--- config.mk ---
export PLATFORM = sky130hd
export DESIGN_NAME = truth_table_sweeper_flat
export DESIGN_NICKNAME = d
export VERILOG_FILES = /design/src/rtl/truth_table_sweeper_if.sv /design/src/rtl/truth_table_sweeper.sv /design/src/flat_wrapper.sv
export SDC_FILE = /design/constraint.sdc
export NUM_CORES = 1
export LEC_CHECK = 0
export ABC_AREA = 1
export CAP_MARGIN = 20
export CORE_UTILIZATION = 35
export CTS_CLUSTER_SIZE = 20
export DETAILED_ROUTE_END_ITERATION = 7
export GPL_ROUTABILITY_DRIVEN = 1
export PLACE_DENSITY = 0.68
export SYNTH_ARGS = -nofsm -noshare
export SYNTH_HDL_FRONTEND = slang
export SYNTH_SLANG_ARGS = --single-unit
--- constraint.sdc ---
create_clock -name clk -period 1.4 [get_ports clk]
set_input_delay 0.14 -clock clk [delete_from_list [all_inputs] [get_ports clk]]
set_output_delay 0.14 -clock clk [all_outputs]
set_load 0.1 [all_outputs]
--- src/rtl/truth_table_sweeper_if.sv ---
// ============================================================================
// Module      : truth_table_sweeper_if
// Description : Bundle of the sweep handshake and expression-drive signals
//               shared between the truth_table_sweeper and its user.
//   start      - request a sweep (sampled only while idle)
//   expected   - reference truth table, bit m = required output of minterm m
//   x_out      - minterm currently driven onto the expression inputs
//   s_in       - expression output fed back
//   busy       - sweep in progress
//   done       - one-cycle completion pulse
//   table_out  - captured truth table
//   match      - table_out equals the latched expected vector
// Revision    : 1.0 - initial release
// ============================================================================
`default_nettype none

interface truth_table_sweeper_if #(
  parameter int N = 2
);
  logic                  start;
  logic [(1 << N) - 1:0] expected;
  logic [N-1:0]          x_out;
  logic                  s_in;
  logic                  busy;
  logic                  done;
  logic [(1 << N) - 1:0] table_out;
  logic                  match;

  // Master: the harness user / expression side.
  modport master (
    output start, expected, s_in,
    input  x_out, busy, done, table_out, match
  );

  // Slave: the sweeper itself.
  modport slave (
    input  start, expected, s_in,
    output x_out, busy, done, table_out, match
  );
endinterface

`default_nettype wire

--- src/rtl/truth_table_sweeper.sv ---
// ============================================================================
// Module      : truth_table_sweeper
// Description : Walks every minterm 0..2^N-1 onto x_out, holds each one for
//               SETTLE extra cycles, samples s_in into the truth table and
//               finally compares the table against the latched expected
//               vector, flagging completion with a one-cycle done pulse.
// Ports       : clk   - single clock, rising edge
//               rst_n - synchronous active-low reset
//               bus   - truth_table_sweeper_if slave modport
// Parameters  : N      - number of expression inputs (2^N table rows)
//               SETTLE - extra hold cycles per minterm before sampling
// Revision    : 1.0 - initial release
// ============================================================================
`default_nettype none

module truth_table_sweeper #(
  parameter int N      = 2,
  parameter int SETTLE = 1
) (
  input  wire logic             clk,
  input  wire logic             rst_n,
  truth_table_sweeper_if.slave  bus
);

  localparam int             ROWS   = 1 << N;
  // A zero SETTLE still needs a one-bit counter so the compare stays legal.
  localparam int             CW     = (SETTLE < 1) ? 1 : $clog2(SETTLE + 1);
  localparam logic [CW-1:0]  C_SETTLE = CW'(SETTLE);
  localparam logic [N-1:0]   C_LAST   = {N{1'b1}};

  typedef enum logic [0:0] {
    S_IDLE  = 1'b0,
    S_APPLY = 1'b1
  } state_t;

  state_t          r_state;
  logic [N-1:0]    r_x;
  logic [CW-1:0]   r_cnt;
  logic            r_busy;
  logic            r_done;
  logic [ROWS-1:0] r_tbl;
  logic            r_match;
  logic [ROWS-1:0] r_expected;

  // Table including the bit sampled this cycle, so the final compare sees
  // the last minterm without an extra cycle of latency.
  logic [ROWS-1:0] w_tbl_next;

  always_comb begin
    w_tbl_next        = r_tbl;
    w_tbl_next[r_x]   = bus.s_in;
  end

  always_ff @(posedge clk) begin
    if (!rst_n) begin
      r_state    <= S_IDLE;
      r_x        <= '0;
      r_cnt      <= '0;
      r_busy     <= 1'b0;
      r_done     <= 1'b0;
      r_tbl      <= '0;
      r_match    <= 1'b0;
      r_expected <= '0;
    end else begin
      r_done <= 1'b0;
      case (r_state)
        S_IDLE: begin
          if (bus.start) begin
            r_expected <= bus.expected;
            r_tbl      <= '0;
            r_match    <= 1'b0;
            r_x        <= '0;
            r_cnt      <= '0;
            r_busy     <= 1'b1;
            r_state    <= S_APPLY;
          end
        end
        S_APPLY: begin
          if (r_cnt != C_SETTLE) begin
            r_cnt <= r_cnt + CW'(1);
          end else begin
            r_cnt <= '0;
            r_tbl <= w_tbl_next;
            if (r_x != C_LAST) begin
              r_x <= r_x + N'(1);
            end else begin
              // Last minterm: wrap x_out here rather than by overflow.
              r_done  <= 1'b1;
              r_busy  <= 1'b0;
              r_match <= (w_tbl_next == r_expected);
              r_x     <= '0;
              r_state <= S_IDLE;
            end
          end
        end
        default: r_state <= S_IDLE;
      endcase
    end
  end

  assign bus.x_out     = r_x;
  assign bus.busy      = r_busy;
  assign bus.done      = r_done;
  assign bus.table_out = r_tbl;
  assign bus.match     = r_match;

endmodule

`default_nettype wire

--- src/flat_wrapper.sv ---
// flat-port wrapper written by rule: the top's interface ports become plain ports
module truth_table_sweeper_flat 
#(
  parameter int N      = 2,
  parameter int SETTLE = 1
)
  (clk, rst_n, bus_start, bus_expected, bus_s_in, bus_x_out, bus_busy, bus_done, bus_table_out, bus_match);
  truth_table_sweeper_if #(.N(N)) bus_i ();
  input  wire logic clk;
  input  wire logic rst_n;
  input wire logic [$bits(bus_i.start)-1:0] bus_start;
  input wire logic [$bits(bus_i.expected)-1:0] bus_expected;
  input wire logic [$bits(bus_i.s_in)-1:0] bus_s_in;
  output wire logic [$bits(bus_i.x_out)-1:0] bus_x_out;
  output wire logic [$bits(bus_i.busy)-1:0] bus_busy;
  output wire logic [$bits(bus_i.done)-1:0] bus_done;
  output wire logic [$bits(bus_i.table_out)-1:0] bus_table_out;
  output wire logic [$bits(bus_i.match)-1:0] bus_match;
  assign bus_i.start = bus_start;
  assign bus_i.expected = bus_expected;
  assign bus_i.s_in = bus_s_in;
  assign bus_x_out = bus_i.x_out;
  assign bus_busy = bus_i.busy;
  assign bus_done = bus_i.done;
  assign bus_table_out = bus_i.table_out;
  assign bus_match = bus_i.match;
  truth_table_sweeper #(.N(N), .SETTLE(SETTLE)) u_core (.clk(clk), .rst_n(rst_n), .bus(bus_i));
endmodule
==> results of run 1 <==
## cell families (layout without fill, tap and decap cells)
| kind of cell | after synthesis | after routing |
|---|---|---|
| and+or+nand+nor | 55 | 55 |
| DFF | 15 | 15 |
| AOI/OAI and AO/OA | 12 | 12 |
| buffers and inverters | 19 | 39 |
| adders and majority gates | 4 | 4 |
## cells in the mapped netlist
cell,n
nor2_4,1
nand3_1,7
a21oi_1,2
a211oi_1,1
o21ai_0,4
inv_2,1
inv_1,17
clkbuf_8,1
ha_1,4
nand2_2,2
o21ai_1,1
nand4_1,1
dfxtp_1,15
nor2_1,16
nand2_1,27
nand3b_1,1
o22ai_1,4
## worst max-delay path, cell delays in order (launching register included)
cell,delay [ps]
dfxtp_4,390
inv_1,80
ha_1,210
inv_1,60
nand2_1,60
nand2_1,70
nand2_1,50
nand2_1,60
inv_1,40
nand3_1,80
nand2_1,50
## cells in the final DEF (no fill, tap or decap)
cell type	instances
nand2_1	27
inv_1	16
nor2_1	16
buf_12	9
dfxtp_1	9
nand3_1	7
clkdlybuf4s50_1	7
o22ai_1	4
o21ai_0	4
dfxtp_2	4
clkbuf_4	3
inv_2	2
nand2_2	2
a21oi_1	2
ha_2	2
ha_1	2
dfxtp_4	2
nor2_4	1
nand3b_1	1
nand4_1	1
a211oi_1	1
o21ai_1	1
clkbuf_1	1
buf_4	1
## where the power goes
part | internal, mW | switching [mW]
sequential | 0.441 | 0.0146
combinational | 0.0574 | 0.0822
clock | 0.111 | 0.147
## final cells by class
cell class	instances	share of cell area
clock buffers	4	0.0249
inverters	18	0.0641
multi-input cells	71	0.338
flip-flops and latches	15	0.297
well taps	27	0.0320
repair buffers	17	0.244
## timing repair
item / CTS / global route
resized for setup: 0 / 3
hold buffers: 0 / 0
setup endpoints to repair: 0 / 1
## flip-flops by register name, indices dropped and copies added (netlist names)
register,count
u_core.bus.done,1
u_core.r_state,1
u_core.bus.match,1
u_core.bus.x_out,2
u_core.r_cnt,1
u_core.bus.table_out,4
u_core.bus.busy,1
u_core.r_expected,4
## final timing paths
| kind | startpoint | to | slack (ps) | depth (start not counted) |
|---|---|---|---|---|
| hold reg to reg | u_core.r_expected[1]$_SDFFE_PN0P_ | u_core.r_expected[1]$_SDFFE_PN0P_ | 480 | 2 |
| setup reg to reg | u_core.bus.x_out[1]$_SDFFE_PN0P_ | u_core.bus.match$_SDFFE_PN0P_ | 170 | 10 |
| hold / removal | bus_expected[2] | u_core.r_expected[2]$_SDFFE_PN0P_ | 430 | 3 |
| setup / recovery | u_core.bus.x_out[1]$_SDFFE_PN0P_ | u_core.bus.match$_SDFFE_PN0P_ | 170 | 10 |
## routing by layer
metal  share of wire  GRT usage  wire (µm)  up-vias
met3           0.055     0.0377         87        6
li1                -          -          -      367
met4           0.019     0.0833         31        0
met1            0.44      0.216        705      325
met5               0          0          0        -
met2            0.48      0.273        771       24
==> impl_metrics.csv, run 1 <==
group,metric,value,unit
status,status,"finished, final reports clean",
critical_path,crit_path_max_fanout,4,
critical_path,worstPathArrival,1430,ps
floorplanning,core-area,1960,µm²
clocking,htree_levels,1,
synthesis,yosys.area_share.simple,0.319,
power,cellPowerDensity,808,nW/µm²
timing,slew_headroom,0.816,
floorplanning,fp.dieH,47.8,µm
timing,tightest_slew,275,ps
drt,routed_wl,1600,µm
synthesis,synth_cell_types,17,
synthesis,yosysWarnings,0,
finish,fin_util,0.538,
global_routing,grt_first_pass_wirelength,2670,µm
timing,min_period_over_period,0.881,
global_routing,first_global_vias,654,
finish,drive_above_1_share,0.208,
global_routing,grt_overflow,0,
critical_path,end_kind,"flop",
finish,finalNetCount,138,
finish,multi_input_area,357,µm²
timing,max_freq,811,MHz
synthesis,avgSynthCellArea,6.98,µm²
finish,instances_no_fill,152,
global_routing,grt_max_degree,9,
synthesis,yosysSeqAreaShare,0.410,
power,p_leak,0.463,nW
clocking,clockBufferDepth,2,
worst_hold_path,hp-class,"in2reg",
synthesis,syn_inst,105,
clocking,cts.clk_slew.worst_paths,90,ps
finish,final_area,1050,µm²
clocking,cts_tree,"yes",
clocking,clockRootBuffer,"clkbuf_4",
synthesis,synth_top_area_share,0.410,
timing,fin_worst_skew,2.87,ps
drt,first_pass_iters,4,
synthesis,synth_area_leaders,"dfxtp_1, nand2_1, inv_1",
critical_path,critical_path_class,"reg2reg",
drt,wl_per_cell,10.5,µm
synthesis,synth_top_family_by_area,"simple AND/OR/NAND/NOR gates",
power,total_power,0.853,mW
clocking,clk_latency,290,ps
floorplanning,std_cell_rows,16,
floorplanning,ios,17,
floorplanning,start_util,0.374,
place,placed_area,1020,µm²
power,ir_drop,0.520,mV
drt,ant_nets,0,
timing,finalWorstPathRequiredPeriod,1230,ps
synthesis,synth_compound_area_frac,0.0922,
finish,final-seq-area,313,µm²
timing,finalWorstSetupSlack,166,ps
synthesis,syn_nets,117,
global_routing,antenna_found_initial,0,
drt,drt-initial-drc-count,16,
clocking,numCtsBuffers,3,
synthesis,netlist.top_cell.by_area,"dfxtp_1",
critical_path,critPathRequiredTime,1590,ps
timing,setup_tns,0,ps
clocking,post_cts_buffers,0,
place,place_ws,-10.8,ps
synthesis,synth_area,733,µm²
synthesis,synth_fa_ha_area_frac,0.0683,
finish,n_fill_cell,208,
place,dp_cells,148,
timing,hold_viol,0,
timing,setup_viol,0,
floorplanning,fp.dieArea,2280,µm²
synthesis,synth_xor_area_frac,0,
place,port_buffers,16,
timing,rsz0062_at_grt,"no",
floorplanning,die_w,47.8,µm
drt,drc_errors,0,
synthesis,yosys_register_bits,15,
job,cap_violations,0,
finish,area_growth,43.9,%
place,place.gp.congestion,0.851,
drt,vias_per_cell,4.75,
global_routing,grt_use_total,0.171,
drt,vias,722,
timing,timing.final.max_slew_violations,0,
synthesis,muxShareOfSynthArea,0,
finish,diodes,0,
critical_path,start_kind,"flop",
clocking,clock-sinks,15,
timing,hold_slack,430,ps
place,hpwl,1240,µm
Power figures use the tool's default switching activity.
==> inputs of run 2 (changes only) <==
--- a/config.mk
+++ b/config.mk
@@ -11,7 +11,7 @@
 export CTS_CLUSTER_SIZE = 20
 export DETAILED_ROUTE_END_ITERATION = 7
 export GPL_ROUTABILITY_DRIVEN = 1
-export PLACE_DENSITY = 0.68
+export PLACE_DENSITY_LB_ADDON = 0.12
 export SYNTH_ARGS = -nofsm -noshare
 export SYNTH_HDL_FRONTEND = slang
 export SYNTH_SLANG_ARGS = --single-unit
==> impl_metrics.csv, run 2 (synthesized netlist as in run 1, its figures left out) <==
group,metric,value,unit
timing,setup_tns,0,ps
timing,finalWorstPathRequiredPeriod,1290,ps
drt,drt-initial-drc-count,11,
floorplanning,fp.dieArea,2280,µm²
global_routing,first_global_vias,591,
place,placed_area,1020,µm²
clocking,cts_tree,"yes",
place,port_buffers,16,
finish,area_growth,43.5,%
clocking,clock-sinks,15,
timing,slew_headroom,0.823,
finish,drive_above_1_share,0.192,
finish,finalNetCount,138,
floorplanning,die_w,47.8,µm
global_routing,grt_max_degree,9,
timing,setup_viol,0,
critical_path,crit_path_max_fanout,4,
timing,fin_worst_skew,8.07,ps
global_routing,antenna_found_initial,0,
finish,final_cell_mix,"nand2_1, inv_1, nor2_1",
place,hpwl,1260,µm
timing,min_period_over_period,0.918,
clocking,clockRootBuffer,"clkbuf_4",
finish,final_area,1050,µm²
drt,vias,672,
critical_path,critPathRequiredTime,1630,ps
critical_path,end_kind,"flop",
timing,max_freq,778,MHz
timing,timing.final.max_slew_violations,0,
clocking,htree_levels,1,
timing,rsz0062_at_grt,"no",
clocking,numCtsBuffers,3,
power,ir_drop,0.646,mV
power,p_leak,0.464,nW
power,cellPowerDensity,800,nW/µm²
finish,n_fill_cell,216,
finish,final_common_cell,"nand2_1",
drt,first_pass_iters,4,
critical_path,critical_path_class,"reg2reg",
timing,hold_viol,0,
floorplanning,ios,17,
status,status,"finished, final reports clean",
critical_path,start_kind,"flop",
drt,drc_errors,0,
critical_path,worstPathArrival,1520,ps
floorplanning,core-area,1960,µm²
drt,vias_per_cell,4.42,
floorplanning,fp.dieH,47.8,µm
floorplanning,std_cell_rows,16,
place,place.gp.congestion,0.899,
clocking,cts.clk_slew.worst_paths,90,ps
drt,ant_nets,0,
drt,routed_wl,1540,µm
floorplanning,start_util,0.374,
job,cap_violations,0,
global_routing,grt_use_total,0.157,
clocking,clk_latency,280,ps
global_routing,grt_first_pass_wirelength,2460,µm
global_routing,grt_overflow,0,
clocking,clockBufferDepth,2,
timing,tightest_slew,265,ps
worst_hold_path,hp-class,"in2reg",
finish,diodes,0,
drt,wl_per_cell,10.1,µm
-- run 2: cell counts in the layout (fill, tap and decap cells not counted) --
Identical to the previous run, type by type.
-- run 2: stage by stage --
step / setup slack, ps / hold slack [ps] / instances / power (mW) / util
final: 114 / 443 / 152 / 0.842 / 0.536
after global placement: 6.17 / 470 / 148 / 0.604 / 0.522
after CTS: 107 / 435 / 152 / 0.856 / 0.535
after global routing: 0.0602 / 448 / 152 / 0.885 / 0.536
after floorplan: 20.3 / 269 / 105 / 0.549 / -
after detailed placement: -29.2 / 464 / 148 / 0.605 / 0.522
-- run 2: report_power, final --
group	switching, mW	internal (mW)
combinational	0.0814	0.0574
clock	0.138	0.110
sequential	0.0143	0.441
-- run 2: layer usage --
metal  share of wire  up-vias  track usage
li1                -      368            -
met1            0.49      289        0.198
met2            0.46       13        0.257
met3           0.040        2       0.0340
met4          0.0098        0       0.0667
met5               0        -            0
-- run 2: worst paths after layout --
check | from | end | slack, ps | cells past startpoint
worst min-delay path | bus_expected[0] | u_core.r_expected[0]$_SDFFE_PN0P_ | 440 | 3
worst min register to register | u_core.r_expected[3]$_SDFFE_PN0P_ | u_core.r_expected[3]$_SDFFE_PN0P_ | 480 | 2
worst max-delay path | u_core.bus.x_out[0]$_SDFFE_PN0P_ | u_core.bus.match$_SDFFE_PN0P_ | 110 | 9
worst max register to register | u_core.bus.x_out[0]$_SDFFE_PN0P_ | u_core.bus.match$_SDFFE_PN0P_ | 110 | 9
-- run 2: timing repair --
action	CTS	global route
endpoints found under the setup margin	0	1
hold buffers	0	0
buffers inserted	0	0
gates resized for setup	0	1
-- run 2: final cells by class --
type | instances | area [µm²] | area share
flip-flops and latches | 15 | 313 | 0.297
clock buffers | 4 | 26.3 | 0.0250
repair buffers | 17 | 258 | 0.245
well taps | 27 | 33.8 | 0.0321
inverters | 18 | 67.6 | 0.0642
multi-input cells | 71 | 354 | 0.337
-- run 2: worst max-delay path, stage by stage, from the launching register on --
cell and delay (ps):
dfxtp_4 380, inv_1 90, ha_1 240, inv_1 70, nand2_1 60, nand3b_1 80
nand2_1 50, nor2_1 110, nand3_1 100, nand2_1 70
==> inputs of run 3 (changes only) <==
--- a/config.mk
+++ b/config.mk
@@ -11,6 +11,7 @@
 export CTS_CLUSTER_SIZE = 20
 export DETAILED_ROUTE_END_ITERATION = 7
 export GPL_ROUTABILITY_DRIVEN = 1
+export HOLD_SLACK_MARGIN = 0.03
 export PLACE_DENSITY_LB_ADDON = 0.12
 export SYNTH_ARGS = -nofsm -noshare
 export SYNTH_HDL_FRONTEND = slang
==> results of run 3 <==
Same layout as run 2: the final DEF is identical, and so are final timing and power.
